### config.mk
export PLATFORM = sky130hd
export DESIGN_NAME = cosim_uart_link
export DESIGN_NICKNAME = d
export VERILOG_FILES = /design/src/rtl/cosim_uart_link.sv
export SDC_FILE = /design/constraint.sdc
export NUM_CORES = 1
export LEC_CHECK = 0
export ABC_AREA = 1
export CORE_MARGIN = 3
export CORE_UTILIZATION = 40
export DETAILED_ROUTE_END_ITERATION = 12
export PLACE_DENSITY_LB_ADDON = 0.05
export RECOVER_POWER = 50
export SYNTH_ARGS = -nofsm -noshare
export SYNTH_HDL_FRONTEND = slang
export SYNTH_SLANG_ARGS = --single-unit
### constraint.sdc
create_clock -name clk_i -period 4.5 [get_ports clk_i]
set_clock_uncertainty 0.15 [all_clocks]
set_input_delay 0.9 -clock clk_i [delete_from_list [all_inputs] [get_ports clk_i]]
set_output_delay 0.9 -clock clk_i [all_outputs]
set_load 0.005 [all_outputs]
### src/rtl/cosim_uart_link.sv
// Buffered UART transceiver for the co-simulation host link: rx synchroniser, glitch-rejecting RX,
// RX/TX FIFOs and sticky error flags. Define COSIM_UART_PARITY_EN for even parity in both directions.
module cosim_uart_link #(
  parameter int unsigned CLK_FREQ      = 50_000_000,
  parameter int unsigned BAUD_RATE     = 10_000_000,
  parameter int unsigned SYNC_STAGES   = 3,
  parameter int unsigned DATA_BITS     = 8,
  parameter int unsigned RX_FIFO_DEPTH = 16,
  parameter int unsigned TX_FIFO_DEPTH = 16
) (
  input  logic                               clk_i,
  input  logic                               rst_i,
  input  logic                               rx_i,
  output logic                               tx_o,
  output logic [DATA_BITS-1:0]               rx_data_o,
  output logic                               rx_valid_o,
  input  logic                               rx_ready_i,
  input  logic [DATA_BITS-1:0]               tx_data_i,
  input  logic                               tx_valid_i,
  output logic                               tx_ready_o,
  output logic [$clog2(RX_FIFO_DEPTH+1)-1:0] rx_count_o,
  output logic                               tx_busy_o,
  output logic                               frame_err_o,
  output logic                               overflow_o,
  input  logic                               err_clear_i
`ifdef COSIM_UART_PARITY_EN
  ,
  output logic                               parity_err_o
`endif
);

  localparam int unsigned CLKS_PER_BIT = CLK_FREQ / BAUD_RATE;
  localparam int unsigned HALF_BIT     = CLKS_PER_BIT / 2;
  localparam int unsigned CNT_W        = $clog2(CLKS_PER_BIT);
  localparam int unsigned BIT_W        = $clog2(DATA_BITS);
  localparam int unsigned RX_AW        = $clog2(RX_FIFO_DEPTH);
  localparam int unsigned RX_CW        = $clog2(RX_FIFO_DEPTH + 1);
  localparam int unsigned TX_AW        = $clog2(TX_FIFO_DEPTH);
  localparam int unsigned TX_CW        = $clog2(TX_FIFO_DEPTH + 1);

  localparam logic [CNT_W-1:0] CntLast  = CNT_W'(CLKS_PER_BIT - 1);
  localparam logic [CNT_W-1:0] CntHalf  = CNT_W'(HALF_BIT - 1);
  localparam logic [BIT_W-1:0] BitLast  = BIT_W'(DATA_BITS - 1);

  // ---------------- synchroniser ----------------
  logic [SYNC_STAGES-1:0] sync_q;
  logic                   rx_s;

  always_ff @(posedge clk_i) begin
    if (rst_i) sync_q <= '1;
    else       sync_q <= {sync_q[SYNC_STAGES-2:0], rx_i};
  end
  assign rx_s = sync_q[SYNC_STAGES-1];

  // ---------------- RX FSM ----------------
  typedef enum logic [2:0] {
    RxIdle, RxStart, RxData, RxStop, RxWaitHigh
`ifdef COSIM_UART_PARITY_EN
    , RxParity
`endif
  } rx_state_e;

  rx_state_e             rx_state_q, rx_state_d;
  logic [CNT_W-1:0]      rx_cnt_q, rx_cnt_d;
  logic [BIT_W-1:0]      rx_bit_q, rx_bit_d;
  logic [DATA_BITS-1:0]  rx_shift_q, rx_shift_d;
  logic                  rx_push, frame_err_set;
`ifdef COSIM_UART_PARITY_EN
  logic                  rx_par_bad_q, rx_par_bad_d, parity_err_set, parity_err_q;
`endif

  always_comb begin
    rx_state_d    = rx_state_q;
    rx_cnt_d      = rx_cnt_q;
    rx_bit_d      = rx_bit_q;
    rx_shift_d    = rx_shift_q;
    rx_push       = 1'b0;
    frame_err_set = 1'b0;
`ifdef COSIM_UART_PARITY_EN
    rx_par_bad_d   = rx_par_bad_q;
    parity_err_set = 1'b0;
`endif
    unique case (rx_state_q)
      RxIdle: begin
        if (!rx_s) begin
          rx_state_d = RxStart;
          rx_cnt_d   = '0;
        end
      end
      RxStart: begin
        // Mid-start-bit resample; a line already back high was a glitch.
        if (rx_cnt_q == CntHalf) begin
          rx_cnt_d   = '0;
          rx_bit_d   = '0;
          rx_state_d = rx_s ? RxIdle : RxData;
`ifdef COSIM_UART_PARITY_EN
          rx_par_bad_d = 1'b0;
`endif
        end else begin
          rx_cnt_d = rx_cnt_q + 1'b1;
        end
      end
      RxData: begin
        if (rx_cnt_q == CntLast) begin
          rx_cnt_d   = '0;
          rx_shift_d = {rx_s, rx_shift_q[DATA_BITS-1:1]};
          if (rx_bit_q == BitLast) begin
`ifdef COSIM_UART_PARITY_EN
            rx_state_d = RxParity;
`else
            rx_state_d = RxStop;
`endif
          end else begin
            rx_bit_d = rx_bit_q + 1'b1;
          end
        end else begin
          rx_cnt_d = rx_cnt_q + 1'b1;
        end
      end
`ifdef COSIM_UART_PARITY_EN
      RxParity: begin
        if (rx_cnt_q == CntLast) begin
          rx_cnt_d   = '0;
          rx_state_d = RxStop;
          if (rx_s != ^rx_shift_q) begin
            rx_par_bad_d   = 1'b1;
            parity_err_set = 1'b1;
          end
        end else begin
          rx_cnt_d = rx_cnt_q + 1'b1;
        end
      end
`endif
      RxStop: begin
        if (rx_cnt_q == CntLast) begin
          rx_cnt_d = '0;
          if (rx_s) begin
`ifdef COSIM_UART_PARITY_EN
            rx_push = !rx_par_bad_q;
`else
            rx_push = 1'b1;
`endif
            rx_state_d = RxIdle;
          end else begin
            frame_err_set = 1'b1;
            rx_state_d    = RxWaitHigh;
          end
        end else begin
          rx_cnt_d = rx_cnt_q + 1'b1;
        end
      end
      RxWaitHigh: begin
        if (rx_s) rx_state_d = RxIdle;
      end
      default: rx_state_d = RxIdle;
    endcase
  end

  always_ff @(posedge clk_i) begin
    if (rst_i) begin
      rx_state_q <= RxIdle;
      rx_cnt_q   <= '0;
      rx_bit_q   <= '0;
      rx_shift_q <= '0;
`ifdef COSIM_UART_PARITY_EN
      rx_par_bad_q <= 1'b0;
`endif
    end else begin
      rx_state_q <= rx_state_d;
      rx_cnt_q   <= rx_cnt_d;
      rx_bit_q   <= rx_bit_d;
      rx_shift_q <= rx_shift_d;
`ifdef COSIM_UART_PARITY_EN
      rx_par_bad_q <= rx_par_bad_d;
`endif
    end
  end

  // ---------------- RX FIFO (first-word fall-through) ----------------
  logic [DATA_BITS-1:0] rx_mem_q [RX_FIFO_DEPTH];
  logic [RX_AW-1:0]     rx_wptr_q, rx_rptr_q;
  logic [RX_CW-1:0]     rx_count_q;
  logic                 rx_full, rx_pop, rx_wr, overflow_set;

  assign rx_full      = (rx_count_q == RX_CW'(RX_FIFO_DEPTH));
  assign rx_valid_o   = (rx_count_q != '0);
  assign rx_pop       = rx_valid_o & rx_ready_i;
  assign rx_wr        = rx_push & (!rx_full | rx_pop);
  assign overflow_set = rx_push & rx_full & !rx_pop;
  assign rx_data_o    = rx_valid_o ? rx_mem_q[rx_rptr_q] : '0;
  assign rx_count_o   = rx_count_q;

  always_ff @(posedge clk_i) begin
    if (rx_wr) rx_mem_q[rx_wptr_q] <= rx_shift_q;
  end

  always_ff @(posedge clk_i) begin
    if (rst_i) begin
      rx_wptr_q  <= '0;
      rx_rptr_q  <= '0;
      rx_count_q <= '0;
    end else begin
      if (rx_wr)  rx_wptr_q <= rx_wptr_q + 1'b1;
      if (rx_pop) rx_rptr_q <= rx_rptr_q + 1'b1;
      if (rx_wr && !rx_pop)      rx_count_q <= rx_count_q + 1'b1;
      else if (!rx_wr && rx_pop) rx_count_q <= rx_count_q - 1'b1;
    end
  end

  // ---------------- TX FIFO ----------------
  logic [DATA_BITS-1:0] tx_mem_q [TX_FIFO_DEPTH];
  logic [TX_AW-1:0]     tx_wptr_q, tx_rptr_q;
  logic [TX_CW-1:0]     tx_count_q;
  logic                 tx_empty, tx_wr, tx_pop;
  logic [DATA_BITS-1:0] tx_head;

  assign tx_empty   = (tx_count_q == '0);
  assign tx_ready_o = (tx_count_q != TX_CW'(TX_FIFO_DEPTH));
  assign tx_wr      = tx_valid_i & tx_ready_o;
  assign tx_head    = tx_mem_q[tx_rptr_q];

  always_ff @(posedge clk_i) begin
    if (tx_wr) tx_mem_q[tx_wptr_q] <= tx_data_i;
  end

  always_ff @(posedge clk_i) begin
    if (rst_i) begin
      tx_wptr_q  <= '0;
      tx_rptr_q  <= '0;
      tx_count_q <= '0;
    end else begin
      if (tx_wr)  tx_wptr_q <= tx_wptr_q + 1'b1;
      if (tx_pop) tx_rptr_q <= tx_rptr_q + 1'b1;
      if (tx_wr && !tx_pop)      tx_count_q <= tx_count_q + 1'b1;
      else if (!tx_wr && tx_pop) tx_count_q <= tx_count_q - 1'b1;
    end
  end

  // ---------------- TX FSM ----------------
  typedef enum logic [2:0] {
    TxIdle, TxStart, TxData, TxStop
`ifdef COSIM_UART_PARITY_EN
    , TxParity
`endif
  } tx_state_e;

  tx_state_e            tx_state_q, tx_state_d;
  logic [CNT_W-1:0]     tx_cnt_q, tx_cnt_d;
  logic [BIT_W-1:0]     tx_bit_q, tx_bit_d;
  logic [DATA_BITS-1:0] tx_shift_q, tx_shift_d;
  logic                 tx_q, tx_d;
`ifdef COSIM_UART_PARITY_EN
  logic                 tx_par_q, tx_par_d;
`endif

  always_comb begin
    tx_state_d = tx_state_q;
    tx_cnt_d   = tx_cnt_q;
    tx_bit_d   = tx_bit_q;
    tx_shift_d = tx_shift_q;
    tx_d       = tx_q;
    tx_pop     = 1'b0;
`ifdef COSIM_UART_PARITY_EN
    tx_par_d   = tx_par_q;
`endif
    unique case (tx_state_q)
      TxIdle, TxStop: begin
        // Leaving STOP with data queued starts the next frame with no idle gap.
        if (tx_state_q == TxIdle || tx_cnt_q == CntLast) begin
          tx_cnt_d = '0;
          if (!tx_empty) begin
            tx_pop     = 1'b1;
            tx_shift_d = tx_head;
            tx_state_d = TxStart;
            tx_d       = 1'b0;
`ifdef COSIM_UART_PARITY_EN
            tx_par_d   = ^tx_head;
`endif
          end else begin
            tx_state_d = TxIdle;
            tx_d       = 1'b1;
          end
        end else begin
          tx_cnt_d = tx_cnt_q + 1'b1;
        end
      end
      TxStart: begin
        if (tx_cnt_q == CntLast) begin
          tx_cnt_d   = '0;
          tx_bit_d   = '0;
          tx_state_d = TxData;
          tx_d       = tx_shift_q[0];
        end else begin
          tx_cnt_d = tx_cnt_q + 1'b1;
        end
      end
      TxData: begin
        if (tx_cnt_q == CntLast) begin
          tx_cnt_d = '0;
          if (tx_bit_q == BitLast) begin
`ifdef COSIM_UART_PARITY_EN
            tx_state_d = TxParity;
            tx_d       = tx_par_q;
`else
            tx_state_d = TxStop;
            tx_d       = 1'b1;
`endif
          end else begin
            tx_bit_d   = tx_bit_q + 1'b1;
            tx_shift_d = tx_shift_q >> 1;
            tx_d       = tx_shift_q[1];
          end
        end else begin
          tx_cnt_d = tx_cnt_q + 1'b1;
        end
      end
`ifdef COSIM_UART_PARITY_EN
      TxParity: begin
        if (tx_cnt_q == CntLast) begin
          tx_cnt_d   = '0;
          tx_state_d = TxStop;
          tx_d       = 1'b1;
        end else begin
          tx_cnt_d = tx_cnt_q + 1'b1;
        end
      end
`endif
      default: begin
        tx_state_d = TxIdle;
        tx_d       = 1'b1;
      end
    endcase
  end

  always_ff @(posedge clk_i) begin
    if (rst_i) begin
      tx_state_q <= TxIdle;
      tx_cnt_q   <= '0;
      tx_bit_q   <= '0;
      tx_shift_q <= '0;
      tx_q       <= 1'b1;
`ifdef COSIM_UART_PARITY_EN
      tx_par_q   <= 1'b0;
`endif
    end else begin
      tx_state_q <= tx_state_d;
      tx_cnt_q   <= tx_cnt_d;
      tx_bit_q   <= tx_bit_d;
      tx_shift_q <= tx_shift_d;
      tx_q       <= tx_d;
`ifdef COSIM_UART_PARITY_EN
      tx_par_q   <= tx_par_d;
`endif
    end
  end

  assign tx_o      = tx_q;
  assign tx_busy_o = (tx_state_q != TxIdle) | !tx_empty;

  // ---------------- sticky flags (set wins over clear) ----------------
  logic frame_err_q, overflow_q;

  always_ff @(posedge clk_i) begin
    if (rst_i) begin
      frame_err_q <= 1'b0;
      overflow_q  <= 1'b0;
`ifdef COSIM_UART_PARITY_EN
      parity_err_q <= 1'b0;
`endif
    end else begin
      frame_err_q <= frame_err_set | (frame_err_q & !err_clear_i);
      overflow_q  <= overflow_set | (overflow_q & !err_clear_i);
`ifdef COSIM_UART_PARITY_EN
      parity_err_q <= parity_err_set | (parity_err_q & !err_clear_i);
`endif
    end
  end

  assign frame_err_o = frame_err_q;
  assign overflow_o  = overflow_q;
`ifdef COSIM_UART_PARITY_EN
  assign parity_err_o = parity_err_q;
`endif

endmodule

=== Word-level counts from Yosys, hierarchy flattened ===
Memory sizes are Yosys's and may differ from the RTL's. A register that Yosys moved wholly into a read port is not among the register bits.
Index checks and enable logic that the tools add are counted.

* Flip-flop bits (word level): 66
* Bits in writable memories: 256
* Output and inout bits: 19
* Logic and storage cells: 168
* Memories: 2

{| class="wikitable"
|+ Memory list
! memory !! depth !! width !! rd ports !! clocked after Yosys merged registers in !! wr ports !! RTL line !! RTL
|-
| rx_mem_q || 16 || 8 || 1 || 1 || 1 || 180 || <nowiki>logic [DATA_BITS-1:0] rx_mem_q [RX_FIFO_DEPTH];</nowiki>
|-
| tx_mem_q || 16 || 8 || 1 || 1 || 1 || 211 || <nowiki>logic [DATA_BITS-1:0] tx_mem_q [TX_FIFO_DEPTH];</nowiki>
|}

* $add $sub $neg: 12
* Equality and inequality tests: 27
* Mux-type cells: 63
* Bitwise operators: 11
* Reduce and logical (&&, ||, !) cells: 35

{| class="wikitable"
|+ Operators by type and width
! cell !! count
|-
| $mux 3 || 22
|-
| $mux 8 || 5
|-
| $ne 2x2->1 const B || 13
|-
| $mux 5 || 4
|-
| $mux 1 || 19
|-
| $pmux 3 s2 || 3
|-
| $pmux 3 s3 || 2
|-
| $add 4x1->4 const B || 4
|-
| $mux 4 || 4
|-
| $pmux 8 s2 || 1
|-
| $eq 3x3->1 const B || 5
|-
| $pmux 3 s5 || 1
|-
| $add 3x1->3 const B || 4
|-
| $eq 3x2->1 const B || 4
|-
| $reduce_and 4->1 || 3
|-
| $reduce_bool 2->1 || 6
|-
| $add 5x1->5 const B || 2
|-
| $sub 5x1->5 const B || 2
|-
| $eq 3x1->1 const B || 3
|-
| $and 1x1->1 || 7
|-
| $logic_not 1->1 || 7
|-
| $logic_not 3->1 || 2
|-
| $reduce_and 6->1 || 1
|-
| $reduce_bool 3->1 || 2
|-
| 13 further kinds || 22
|}

=== Logic depth before layout (Yosys ltp) ===
* Depth in word-level cells: 8
* Depth in mapped cells: 18

=== Worst setup path after synthesis ===
No wires, ideal clock.

* Path type: in2reg
* Start: input port rx_ready_i
* End: register rx_count_q[4] (netlist: rx_count_o[4])
* Setup time: 0.113 ns
* Arrival: 2.442 ns
* Slack: 1.795 ns
* Stages: 12
* Buffers on the path: 0
* Path through: nor3_2 nor2_4 ha_1 inv_1 ha_1 a21o_1 a21oi_1 nor2_1 nor2_1 nand2_1 nor2_1 nor2_1

* Longest elaborated chain between the ends: 6
* Elaborated cells on any way between the ends: 9
* Classes of those cells: mux: 1; bitwise: 3; reduce/logical: 5

{| class="wikitable"
|+ Ends and longest elaborated chain
! what !! RTL line !! RTL
|-
| start: declaration || 17 || <nowiki>input logic rx_ready_i,</nowiki>
|-
| $and 1x1->1 * || 187 || <nowiki>assign rx_pop = rx_valid_o & rx_ready_i;</nowiki>
|-
| $or 1x1->1 * || 188 || <nowiki>assign rx_wr = rx_push & (!rx_full | rx_pop);</nowiki>
|-
| $and 1x1->1 * || 188 ||
|-
| named net rx_wr || 183 || <nowiki>logic rx_full, rx_pop, rx_wr, overflow_set;</nowiki>
|-
| $logic_not 1->1 || 206 || <nowiki>else if (!rx_wr && rx_pop) rx_count_q <= rx_count_q - 1'b1;</nowiki>
|-
| $logic_and 1x1->1 || 206 ||
|-
| $reduce_bool 2->1 (no line) || -- ||
|-
| end signal: assignment || 205 || <nowiki>if (rx_wr && !rx_pop) rx_count_q <= rx_count_q + 1'b1;</nowiki>
|-
| end signal: assignment || 206 ||
|-
| end: declaration || 182 || <nowiki>logic [RX_CW-1:0] rx_count_q;</nowiki>
|}

Mark *: on every way through the listed nets, which the timed path passes. The rest lies on a longest branch.
A chain may end at the register's enable or synchronous reset.

==> reports/metrics.yaml <==
cts_root_buffer: "clkbuf_16"
grt_pass1_vias: 8829
irDropWorstVdd_mv: 0.655
cts_buffers: 37
grt_overflow: 0
report.final.hold_viol_count: 0
crit_required_ps: 3450
syn-instance-count: 1306
ys.warnings.count: 0
fin_cells: 1801
htree_num_levels: 2
drc: 0
rsz0062_at_grt: "no"
met3_length_mm: 1.14
synth-edff-count: 256
layout-drive-gt1-share_pct: 6.06
grt_max_degree: 71
ios: 33
die_w_um: 193
final_common_cell: "edfxtp_1"
highest_layer: "met4"
routedLengthMet1_mm: 14.7
synth_top_cell_area_share_pct: 54.9
postCtsHoldBufs: 0
synth.cell_area_mm2: 0.0140
coreArea_mm2: 0.0340
rrSetupSlack_ps: 1430
finalCritPeriodShare_pct: 89.1
initial_utilization_pct: 41.2
hold_path.class: "register to register"
synth-main-ff-cell: "edfxtp_1"
avgRoutedWirePerCell_um: 18.0
n_antenna_cell: 0
leakagePower_nw: 5.85
dr.pass1.iters: 5
grt_first_pass_wirelength_mm: 50.5
vias_per_cell: 5.00
via_count: 9006
power_density_mw_per_mm2: 557
max_slew_margin_pct: -28.6
clk_pin_slew_ps: 60
die_area_mm2: 0.0373
cp-start-kind: "register"
ys_seq_area_share_pct: 65.3
cts_tree: "done"
dp_cells: 1734
cts_setup_buffers: 0
failed_checks: "max-capacitance violations, max-slew violations"
hpwl_mm: 19.8
layout_common_cells: "edfxtp_1, nand2_1, nor2_1"
cts.sinks: 329
period_needed_ps: 4010
first_iter_violations: 583
syn_avg_cell_area_um2: 10.7
antenna_found_initial: 0
fp-row-count: 67
gp_congestion: 0.751
yosys_register_bits: 329
ctsLongestPathBuffers: 3
clock.fmax_mhz: 249
ant_nets: 0
finalSetupViolations: 0
ys_async_sr_fraction_pct: 0
ys_top_cells_by_area: "edfxtp_1, dfxtp_1, nand2_1"
path_class: "register to output port"
yosys.area.top_type: "edfxtp_1"
layout-area-overhead-vs-synth_pct: 13.1
nFillCells: 3179
critPathArrivalTime_ps: 2960
wl_met2_mm: 15.9
insertion_delay_ps: 510
grt_usage_pct: 17.5
syn_nets: 1352
critPathCaptureType: "output port"
status: "complete, but fails checks"
die_y_um: 193
nNetsFinal: 1371
drt_wl_total_mm: 32.4
tightest_slew_ps: 1930
synthDistinctLibCells: 41
drv_cap: 1
drv_slew: 41
setup-tns-final_ps: 0
post_cts_resized: 0
path_max_fanout: 64
place.port_buffers: 32
## worst paths after layout
| check | startpoint | end | cells past startpoint |
|---|---|---|---|
| setup / recovery | register | rx_data_o[5] | 5 |
| hold / removal | sync_q[0]$_SDFF_PP1_ | sync_q[1]$_SDFF_PP1_ | 1 |
| setup reg to reg | rx_cnt_q[0]$_SDFFE_PP0P_ | rx_count_o[4]$_SDFFE_PP0P_ | 17 |
| hold reg to reg | sync_q[0]$_SDFF_PP1_ | sync_q[1]$_SDFF_PP1_ | 1 |
## synth_stat cells, types with 5 or more instances
| library cell | instances |
|---|---|
| inv_1 | 118 |
| edfxtp_1 | 256 |
| nand4_1 | 5 |
| nor2_1 | 148 |
| ha_1 | 30 |
| dfxtp_1 | 73 |
| buf_2 | 20 |
| o21a_1 | 8 |
| nand3_1 | 112 |
| o211ai_1 | 15 |
| nand2_1 | 242 |
| inv_2 | 7 |
| o21bai_1 | 32 |
| o221ai_1 | 24 |
| a21oi_1 | 58 |
| o21ai_0 | 71 |
| xor2_1 | 5 |
| clkbuf_1 | 27 |
| buf_4 | 6 |
## per-stage QoR
stage	worst slack, ps	cell area, um^2	utilization [%]	total power [mW]	hold slack, ps
after CTS	459	15800	46.5	8.95	262
after detailed placement	1030	14700	43.1	5.98	247
after global placement	1020	14700	43.1	5.98	242
final	489	15800	46.5	8.82	259
after floorplan	1800	14000	-	5.26	239
after global routing	213	15800	46.5	9.37	279
## power breakdown
group	internal [mW]	switching, mW	total [mW]
Sequential	3.41	0.190	3.60
Combinational	0.878	1.41	2.28
Clock	1.77	1.16	2.94
Total	6.06	2.76	8.82
## state kept, by name, summed over array words and instances, names as in the netlist, 5 cells and up, named ones only
signal and cells:
rx_mem_q 128, tx_count_q 5, tx_shift_q 8, tx_mem_q 128, rx_count_o 5, rx_shift_q 8
## metal layers
| layer | vias to the layer above | track usage, % |
|---|---|---|
| met5 | - | 0 |
| met4 | 0 | 4.14 |
| met3 | 39 | 2.62 |
| met2 | 150 | 30.3 |
| met1 | 4282 | 23.3 |
| li1 | 4535 | - |
## cells by family after synthesis
logic type | synth area share [%]
AO/OA/AOI/OAI | 9.82
adder cells (fa/ha/maj) | 2.97
flip-flops | 65.3
XOR/XNOR | 0.563
buffers and inverters | 5.51
AND/OR/NAND/NOR | 15.8
## critical path: stages (launching register included)
cell             delay [ps]
dfxtp_2                1020
o21ai_0                 210
o221ai_1                230
nand3_1                 150
a21oi_1                 270
clkdlybuf4s50_1         550
## layout make-up
cell class              count  area [um^2]  area share, %
repair buffers             40          384           2.43
clock inverters            16          154          0.972
clock buffers              51         1030           6.51
multi-input cells         792         4090           25.8
flip-flops and latches    329         9150           57.8
well taps                 448          561           3.54
inverters                 125          469           2.96
Note: power is estimated with default switching activity, not from simulation.
